--- config.mk ---
export PLATFORM = sky130hd
export DESIGN_NAME = fft8_core
export DESIGN_NICKNAME = d
export VERILOG_FILES = /design/src/rtl/fft8_core.sv
export SDC_FILE = /design/constraint.sdc
export NUM_CORES = 2
export LEC_CHECK = 0
export ABC_AREA = 0
export CELL_PAD_IN_SITES_DETAIL_PLACEMENT = 0
export CELL_PAD_IN_SITES_GLOBAL_PLACEMENT = 1
export CORE_UTILIZATION = 52
export CTS_BUF_LIST = sky130_fd_sc_hd__clkbuf_2 sky130_fd_sc_hd__clkbuf_4 sky130_fd_sc_hd__clkbuf_8
export DETAILED_ROUTE_END_ITERATION = 10
export PLACE_DENSITY_LB_ADDON = 0.12
export RECOVER_POWER = 25
export SLEW_MARGIN = 10
export SYNTH_ARGS = -nofsm -noshare
export SYNTH_HDL_FRONTEND = slang
export SYNTH_SLANG_ARGS = --single-unit
--- constraint.sdc ---
create_clock -name clk -period 15.3 [get_ports clk]
set_input_delay 3.06 -clock clk [delete_from_list [all_inputs] [get_ports clk]]
set_output_delay 3.06 -clock clk [all_outputs]
set_load 0.02 [all_outputs]
--- src/rtl/fft8_core.sv ---
// fft8_core: 8-point radix-2 decimation-in-time FFT engine on complex Q1.15 data.
// Loads 8 samples (stored bit-reversed), runs 3 stages x 4 butterflies at one per
// cycle using twiddles fetched from an external LUT, then streams bins 0..7 out.
// Optional macro FFT8_STAGE_SCALE_EN: halve every stage output (total gain 1/8).
// Without it, stage outputs saturate to the DW-bit range (gain 1).
module fft8_core #(
  parameter int DW = 16
) (
  input  logic            clk,
  input  logic            rst,
  input  logic            in_valid,
  output logic            in_ready,
  input  logic [2*DW-1:0] in_data,
  output logic [9:0]      tw_n,
  input  logic [31:0]     tw_data,
  output logic            out_valid,
  input  logic            out_ready,
  output logic [2*DW-1:0] out_data,
  output logic [2:0]      out_index,
  output logic            busy
);

  typedef enum logic [1:0] {
    ST_LOAD    = 2'd0,
    ST_COMPUTE = 2'd1,
    ST_UNLOAD  = 2'd2
  } state_t;

  // Saturation limits and rounding constant for the 2*DW+1 bit product sums
  localparam logic signed [2*DW:0] PROD_MAX = {{(DW+2){1'b0}}, {(DW-1){1'b1}}};
  localparam logic signed [2*DW:0] PROD_MIN = {{(DW+2){1'b1}}, {(DW-1){1'b0}}};
  localparam logic signed [2*DW:0] ROUND_K  = {{(DW+2){1'b0}}, 1'b1, {(DW-2){1'b0}}};

  state_t          state_q, state_d;
  logic [2:0]      cnt_q, cnt_d;
  logic [1:0]      stage_q, stage_d;
  logic [1:0]      bfly_q, bfly_d;
  logic [2:0]      out_idx_q, out_idx_d;
  logic [2*DW-1:0] mem_q [8];
  logic [2*DW-1:0] mem_d [8];

  logic [2:0]             p_idx, q_idx;
  logic [1:0]             tw_idx;
  logic signed [DW-1:0]   a_re, a_im, b_re, b_im, w_re, w_im;
  logic signed [2*DW:0]   prod_re, prod_im;
  logic signed [DW-1:0]   t_re, t_im;
  logic signed [DW:0]     sum_re, sum_im, dif_re, dif_im;
  logic [2*DW-1:0]        res_p, res_q;

  function automatic logic [2:0] bitrev3(input logic [2:0] j);
    return {j[0], j[1], j[2]};
  endfunction

  function automatic logic signed [2*DW:0] sx(input logic signed [DW-1:0] x);
    return {{(DW+1){x[DW-1]}}, x};
  endfunction

  // Round a Q2.30 product sum back to Q1.15 and clamp to the DW-bit range
  function automatic logic signed [DW-1:0] round_sat(input logic signed [2*DW:0] v);
    logic signed [2*DW:0] r;
    r = (v + ROUND_K) >>> (DW-1);
    if (r > PROD_MAX) return {1'b0, {(DW-1){1'b1}}};
    if (r < PROD_MIN) return {1'b1, {(DW-1){1'b0}}};
    return r[DW-1:0];
  endfunction

  // Bring a DW+1 bit butterfly sum back to DW bits
  function automatic logic signed [DW-1:0] reduce(input logic signed [DW:0] s);
`ifdef FFT8_STAGE_SCALE_EN
    return DW'(s >>> 1);
`else
    if (s[DW] != s[DW-1]) begin
      return s[DW] ? {1'b1, {(DW-1){1'b0}}} : {1'b0, {(DW-1){1'b1}}};
    end
    return s[DW-1:0];
`endif
  endfunction

  // Butterfly addressing: pair (p, q = p + 2^stage) and twiddle index for this step
  always_comb begin
    p_idx  = 3'd0;
    q_idx  = 3'd0;
    tw_idx = 2'd0;
    unique case (stage_q)
      2'd0: begin
        p_idx  = {bfly_q, 1'b0};
        q_idx  = {bfly_q, 1'b1};
        tw_idx = 2'd0;
      end
      2'd1: begin
        p_idx  = {bfly_q[1], 1'b0, bfly_q[0]};
        q_idx  = {bfly_q[1], 1'b1, bfly_q[0]};
        tw_idx = {bfly_q[0], 1'b0};
      end
      2'd2: begin
        p_idx  = {1'b0, bfly_q};
        q_idx  = {1'b1, bfly_q};
        tw_idx = bfly_q;
      end
      default: begin
        p_idx  = 3'd0;
        q_idx  = 3'd0;
        tw_idx = 2'd0;
      end
    endcase
  end

  assign a_re = mem_q[p_idx][2*DW-1:DW];
  assign a_im = mem_q[p_idx][DW-1:0];
  assign b_re = mem_q[q_idx][2*DW-1:DW];
  assign b_im = mem_q[q_idx][DW-1:0];
  assign w_re = tw_data[31:16];
  assign w_im = tw_data[15:0];

  // Complex multiply b*w, then a +/- t, reduced back to DW bits
  always_comb begin
    prod_re = sx(b_re) * sx(w_re) - sx(b_im) * sx(w_im);
    prod_im = sx(b_re) * sx(w_im) + sx(b_im) * sx(w_re);
    t_re    = round_sat(prod_re);
    t_im    = round_sat(prod_im);
    sum_re  = {a_re[DW-1], a_re} + {t_re[DW-1], t_re};
    sum_im  = {a_im[DW-1], a_im} + {t_im[DW-1], t_im};
    dif_re  = {a_re[DW-1], a_re} - {t_re[DW-1], t_re};
    dif_im  = {a_im[DW-1], a_im} - {t_im[DW-1], t_im};
    res_p   = {reduce(sum_re), reduce(sum_im)};
    res_q   = {reduce(dif_re), reduce(dif_im)};
  end

  // Next-state, memory writes and outputs; everything is held at zero while rst is high
  always_comb begin
    state_d   = state_q;
    cnt_d     = cnt_q;
    stage_d   = stage_q;
    bfly_d    = bfly_q;
    out_idx_d = out_idx_q;
    mem_d     = mem_q;
    in_ready  = 1'b0;
    out_valid = 1'b0;
    out_data  = '0;
    out_index = 3'd0;
    tw_n      = 10'd0;
    busy      = 1'b0;
    if (!rst) begin
      unique case (state_q)
        ST_LOAD: begin
          in_ready = 1'b1;
          if (in_valid) begin
            mem_d[bitrev3(cnt_q)] = in_data;
            cnt_d = cnt_q + 3'd1;
            if (cnt_q == 3'd7) state_d = ST_COMPUTE;
          end
        end
        ST_COMPUTE: begin
          busy         = 1'b1;
          tw_n         = {8'd0, tw_idx};
          mem_d[p_idx] = res_p;
          mem_d[q_idx] = res_q;
          bfly_d       = bfly_q + 2'd1;
          if (bfly_q == 2'd3) begin
            if (stage_q == 2'd2) begin
              stage_d = 2'd0;
              state_d = ST_UNLOAD;
            end else begin
              stage_d = stage_q + 2'd1;
            end
          end
        end
        ST_UNLOAD: begin
          out_valid = 1'b1;
          out_data  = mem_q[out_idx_q];
          out_index = out_idx_q;
          if (out_ready) begin
            out_idx_d = out_idx_q + 3'd1;
            if (out_idx_q == 3'd7) state_d = ST_LOAD;
          end
        end
        default: state_d = ST_LOAD;
      endcase
    end
  end

  // Control registers with synchronous reset; a reset mid-frame simply restarts loading
  always_ff @(posedge clk) begin
    if (rst) begin
      state_q   <= ST_LOAD;
      cnt_q     <= 3'd0;
      stage_q   <= 2'd0;
      bfly_q    <= 2'd0;
      out_idx_q <= 3'd0;
    end else begin
      state_q   <= state_d;
      cnt_q     <= cnt_d;
      stage_q   <= stage_d;
      bfly_q    <= bfly_d;
      out_idx_q <= out_idx_d;
    end
  end

  // Sample/bin register file; contents are don't-care after reset so it is never cleared
  always_ff @(posedge clk) begin
    for (int i = 0; i < 8; i++) mem_q[i] <= mem_d[i];
  end

endmodule

# Word level (Yosys, flattened, before mapping)
# Index checks and enable logic that the tools add are counted.
# classes
add_sub_neg,12
mul,4
n_lt_le_gt_ge,11
eq_ne,17
mux,73
n_bitwise,5
n_reduce_logical,11
# ops
operator,count
$bwmux 256,3
$pmux 256 s2,1
$mux 32,11
$mux 16,20
$bmux 32 s3,3
$demux 32 s3,3
$mux 256,1
$mul 16x16->32,4
$add 33x16->33 const B,2
$gt 18x16->1 const B,2
$lt 18x16->1 const B,2
$add 16x16->17,2
$sub 16x16->17,2
$add 32x32->33,1
$sub 32x32->33,1
$mux 2,9
$pmux 3 s3,2
$ge 4x4->1 const B,4
$mux 1,16
$not 3->4,4
$lt 4x1->1 const B,3
$ne 2x2->1 const B,6
$add 3x1->3 const B,2
$eq 2x2->1 const B,3
14 further kinds,26
# word_totals
ff_bits,268
inputBits,68
out_inout_bits,48
elab_cells,146

# Longest topological paths before layout
# logic_depth
depth_word,21
mapped_depth,63
depth_no_buf,55

# Worst setup path after synthesis
# No wires, ideal clock.
# synth_timing
path_type,input to register
start,input port tw_data[17]
end,register mem_q[77] (netlist bit) (data pin)
setup_ns,0.195
arrival_ns,14.090
required_time_ns,15.105
path_slack_ns,1.015
cell_stages,46
path_buffers,5
path_cell_list,clkbuf_1 > nand2_1 > fa_1 > inv_1 > fa_1 > inv_1 > fa_1 > inv_1 > fa_1 > fa_1 > fa_1 > fa_1 > inv_1 > fa_1 > inv_1 > ha_1 > clkbuf_1 > a21o_1 > [... 10 more ...] > buf_6 > o21a_1 > ha_1 > fa_1 > a21o_1 > a21oi_1 > o21bai_1 > a21oi_1 > o21bai_1 > a41oi_1 > a211oi_1 > o31ai_1 > ha_1 > clkinv_1 > nor2_1 > clkbuf_1 > nand2_1 > o311ai_0
# synth_via
elab_chain_cells,15
word_cells_on_any_way,26
cone_classes,add/sub: 4; mul: 1; order compare: 2; eq/ne: 2; mux: 17
# synth_rtl
item,line,source
"start, declared",15,"input logic [31:0] tw_data,"
$mul 16x16->32 (*),118,prod_im = sx(b_re) * sx(w_im) + sx(b_im) * sx(w_re);
$add 32x32->33 (*),118,
$add 33x16->33 (*),61,r = (v + ROUND_K) >>> (DW-1);
$lt 18x16->1,63,"if (r < PROD_MIN) return {1'b1, {(DW-1){1'b0}}};"
$mux 1 (2 in series),63,
$mux 16,64,return r[DW-1:0];
$mux 16 (*),63,
$add 16x16->17,122,"sum_im = {a_im[DW-1], a_im} + {t_im[DW-1], t_im};"
$mux 16 / $ne 1x1->1 (equally long branches),"73, 72",
$mux 16 / $mux 1 (equally long branches),72,if (s[DW] != s[DW-1]) begin
$mux 16,75,return s[DW-1:0];
$bwmux 256,156,mem_d[p_idx] = res_p;
$bwmux 256 (*),157,mem_d[q_idx] = res_q;
$pmux 256 s2 (*),144,unique case (state_q)
"end, declared",39,logic [2*DW-1:0] mem_q [8];
# Mark *: on every way between the ends. The rest lies on a longest branch, timed or not. The select of a mux whose other input is x is not followed.
# A chain may end at the register's enable or synchronous reset.

# Worst setup path in the final report
# layout_timing
start,register stage_q[0]
end,register mem_q[24] (netlist bit) (data pin)
# layout_via
elab_chain_cells,21
word_cells_on_any_way,50
cone_classes,add/sub: 4; mul: 2; order compare: 6; eq/ne: 4; mux: 29; bitwise: 2; reduce/logical: 3
# layout_rtl
item,line,source
"start, declared",36,"logic [1:0] stage_q, stage_d;"
"start signal, assigned",193,stage_q <= stage_d;
"$eq 2x2->1, or another cell as far along",84,unique case (stage_q)
$pmux 3 s3,84,
$not 3->4 (not written as such),"110, 111, 157",
$bmux 32 s3,"110, 111",
$mux 32 (not written as such) (2 in series),111,assign b_im = mem_q[q_idx][DW-1:0];
$mul 16x16->32,117,prod_re = sx(b_re) * sx(w_re) - sx(b_im) * sx(w_im);
$sub 32x32->33,117,
$add 33x16->33,61,
[... 4 more ...],--,
$mux 16,63,
$add 16x16->17,121,"sum_re = {a_re[DW-1], a_re} + {t_re[DW-1], t_re};"
$mux 16 / $ne 1x1->1 (equally long branches),"73, 72",
$mux 16 / $mux 1 (equally long branches),72,
$mux 16,75,
$bwmux 256,156,
$bwmux 256 (*),157,
$pmux 256 s2 (*),144,
# Marks and branches as above.

==> out/results.txt <==
Synthesis handed over a netlist of 6776 instances. Between clock sinks in the finished design, the worst skew comes to 60.4 ps. Yosys attributes the largest share of cell area to sky130_fd_sc_hd__fa_1 (38%), sky130_fd_sc_hd__edfxtp_1 (12%), sky130_fd_sc_hd__inv_1 (8.1%), sky130_fd_sc_hd__ha_1 (7.7%), sky130_fd_sc_hd__nand2_1 (5.6%). In this design, the critical path's most frequently occurring cell is sky130_fd_sc_hd__fa_1. The tools report the initial cell density of the core as 52.5%. The run finished, with violations left.

After floorplanning, the core was sized to cover 118000 um2. Count of final hold-check violations: 0. The final number of max-transition violations came out at 141.

For the pin with the worst max-slew slack, the measured transition is 3210 ps. Setup violations remaining at the end of the flow were counted as 0. The cell chosen for the clock root is sky130_fd_sc_hd__clkbuf_8. The average instance area after synthesis was 9.18 um2; the area of the mapped netlist was 62200 um2. The growth of design area from synthesis to finish came out at 10.0%.

The I/O pin count is 116, and the share of the synthesized area in the top cell type is 37.9%. The synthesized netlist contains 98 unique library cells. In this run the deepest clock path goes through 3 buffers. The type of the worst setup path is flop to flop. Core utilization of the finished layout: 57.8%.

Before antenna repair, the detailed router went through 10 iterations. Among all stages on the critical path, the largest delay is contributed by sky130_fd_sc_hd__fa_2. The detailed router finished its first iteration with 5668 violations. STA puts the critical path data required time at 15630 ps.

Worst hold-check path type: flop to flop. The checks that failed: max-capacitance violations, max-slew violations. The wire-length estimate of the detail-placed layout is 173000 um. Clock tree synthesis inserted a total of 38 buffers.

For this run the aggregate overflow at the end of global routing stands at 0. The cell taking the most area after synthesis was sky130_fd_sc_hd__fa_1. The mean number of vias per cell works out to 6.07. Leaving out fill and tap cells, the most frequent cell in the layout is sky130_fd_sc_hd__inv_1. Counting the fill cells in the layout gives 10647. Headroom to the max-slew limit came out at -114%.

Counting flops with an async set or reset pin after synthesis yields a share of 0%. The number of global-route vias before repair is 54365. Entering global routing, the biggest net connects 71 pins. Across the run, the number of max-cap violations was 8. During synthesis, Yosys emitted a total of 0 warnings. The floorplan has 126 rows.

Dividing the detail-routed wire length by the instance count gives 26.5 um. The final routed wirelength across all metal layers was 226000 um; the DRC violation count after routing was 0. The proportion of synthesized chip area in sequential cells is 12.7%. The post-route netlist has 9.33% of its cells at a drive strength greater than 1. In this run, synthesis produced a sequential element count of 268. The die is 348 um wide. TritonCTS built the clock tree. The largest driver fanout on the critical path works out to 26.

The final antenna-violating net count is 0, and the number of antenna violations at the first check in global routing is 5. The global-route total usage across every layer was 38.1%. The run gives 14990 ps as the arrival time at the worst endpoint. On the worst path, the slowest cell contributes a delay of 760 ps. After the last flow step, the layout net total stands at 8535. The final critical path takes up 95.8% of the cycle. In the layout the commonest cells are sky130_fd_sc_hd__inv_1 (1347), sky130_fd_sc_hd__fa_1 (1176), sky130_fd_sc_hd__nand2_1 (919). The run gives 51839 as the total number of vias. The height of the die is 348 um. The congestion estimate from routability-driven global placement came to 0.993. The area of combinational cells with multiple inputs was 48100 um2; the later-pin clock latency in the skew report was 640 ps. Primary flip-flop cell chosen by synthesis mapping: sky130_fd_sc_hd__edfxtp_1. The worst setup path is launched from a flop. In the final layout, flip-flops and latches occupy 7940 um2. The H-tree depth was 2; the time the final worst path needs with I/O delays and setup was 14660 ps. The element type at the critical path end was a flop. Port buffering added 107 buffers. Timing would allow up to 0.0682 GHz. The number of clock sinks was 268; the first-pass GRT wire length was 343000 um. The tools report the area of the die as 121000 um2. Counting flops with a built-in enable in the synthesized netlist gives 256. The clock slew seen by the registers of the worst setup and hold paths came out at 70 ps.
-- repair_timing --
item                       CTS  global route
pin swaps                    1             5
resized for setup            3            31
hold buffers                 0             0
setup endpoints to repair  105           256
buffers inserted             1             9
-- cell type report --
class | count | share of cell area, %
Tap cell | 1600 | 2.92
Clock inverter | 12 | 0.194
Inverter | 1348 | 7.39
Antenna cell | 4 | 0.0146
Clock buffer | 54 | 0.958
Multi-Input combinational cell | 4747 | 70.3
Timing Repair Buffer | 504 | 6.59
Sequential cell | 268 | 11.6
-- layer usage --
layer  vias to the layer above  GRT usage, %  wire length, um
met5                         -             0               30
met4                         2          19.9            15000
met3                       864          7.24            22000
met2                      3018          62.8           107000
met1                     26072          47.8            81700
li1                      21883             -                -
-- registers in the layout (all words and copies together), names as in the netlist --
register,cells
cnt_q,3
out_idx_q,3
bfly_q,2
mem_q,256
stage_q,2
state_q,2
-- Yosys cell counts (8+ instances only) --
| library cell | number |
|---|---|
| sky130_fd_sc_hd__a32oi_1 | 26 |
| sky130_fd_sc_hd__nor4_1 | 24 |
| sky130_fd_sc_hd__o22ai_1 | 120 |
| sky130_fd_sc_hd__and3_1 | 8 |
| sky130_fd_sc_hd__a21oi_1 | 183 |
| sky130_fd_sc_hd__xnor2_1 | 94 |
| sky130_fd_sc_hd__a22oi_1 | 39 |
| sky130_fd_sc_hd__inv_1 | 1347 |
| sky130_fd_sc_hd__a211oi_1 | 19 |
| sky130_fd_sc_hd__fa_1 | 1177 |
| sky130_fd_sc_hd__or3_1 | 10 |
| sky130_fd_sc_hd__nand2b_1 | 39 |
| sky130_fd_sc_hd__nand4_1 | 11 |
| sky130_fd_sc_hd__o21ai_0 | 102 |
| sky130_fd_sc_hd__ha_1 | 383 |
| sky130_fd_sc_hd__or2_2 | 9 |
| sky130_fd_sc_hd__o21a_1 | 26 |
| sky130_fd_sc_hd__xor2_1 | 29 |
| sky130_fd_sc_hd__o211ai_1 | 50 |
| sky130_fd_sc_hd__nor2_1 | 221 |
| sky130_fd_sc_hd__and2_1 | 542 |
| sky130_fd_sc_hd__mux4_2 | 64 |
| sky130_fd_sc_hd__nor3_1 | 46 |
| sky130_fd_sc_hd__a31oi_1 | 32 |
| sky130_fd_sc_hd__edfxtp_1 | 256 |
| sky130_fd_sc_hd__buf_4 | 10 |
| sky130_fd_sc_hd__o221a_2 | 22 |
| sky130_fd_sc_hd__buf_1 | 49 |
| sky130_fd_sc_hd__a222oi_1 | 12 |
| sky130_fd_sc_hd__a21o_1 | 63 |
| sky130_fd_sc_hd__mux2i_1 | 15 |
| sky130_fd_sc_hd__nand3_1 | 99 |
| sky130_fd_sc_hd__o31ai_1 | 9 |
| sky130_fd_sc_hd__o21bai_1 | 20 |
| sky130_fd_sc_hd__nor2b_1 | 26 |
| sky130_fd_sc_hd__o221ai_1 | 181 |
| sky130_fd_sc_hd__o21ai_1 | 12 |
| sky130_fd_sc_hd__nand2_1 | 921 |
| sky130_fd_sc_hd__dfxtp_1 | 12 |
| sky130_fd_sc_hd__clkbuf_1 | 351 |
-- metrics by stage --
stage / instances / TNS [ps] / setup slack (ps) / cell area, um2 / hold WS, ps
floorplan: 6783 / 0 / 1010 / 62200 / 491
global placement: 8456 / -19270 / -300 / 67500 / 537
detailed placement: 8456 / -30110 / -341 / 67500 / 550
CTS: 8523 / 0 / 15.2 / 68300 / 561
global route: 8534 / -68.4 / -23.3 / 68400 / 565
finish: 8537 / 0 / 637 / 68400 / 527
-- critical path, delay by kind of cell, from the launching register on --
family | cells | cell delay (ps)
flip-flops | 1 | 470
AND/OR/NAND/NOR | 13 | 2350
adder cells (fa/ha/maj) | 11 | 5250
buffers and inverters | 14 | 2740
AO/OA/AOI/OAI | 15 | 3450
-- path summary, 6_finish.rpt --
kind	slack [ps]	depth (start not counted)	end	start
setup / recovery	640	53	mem_q[24]$_DFFE_PP_	stage_q[0]$_SDFFE_PP0P_
hold / removal	530	2	stage_q[1]$_SDFFE_PP0P_	stage_q[1]$_SDFFE_PP0P_
setup reg to reg	640	53	mem_q[24]$_DFFE_PP_	stage_q[0]$_SDFFE_PP0P_
hold reg to reg	530	2	stage_q[1]$_SDFFE_PP0P_	stage_q[1]$_SDFFE_PP0P_
-- cell families after synthesis --
logic type | count (synthesis) | share of synthesized area [%]
compound gates | 998 | 11.5
xor+xnor | 124 | 1.78
fa+ha+maj | 1560 | 45.6
buf+inv | 1768 | 10.8
flops | 268 | 12.7
mux | 81 | 2.59
other cells | 1 | 0.00603
simple gates | 1976 | 15.1
Power is not shown: default switching activity piles up to over one toggle a cycle in this logic, so the estimate is an artifact.
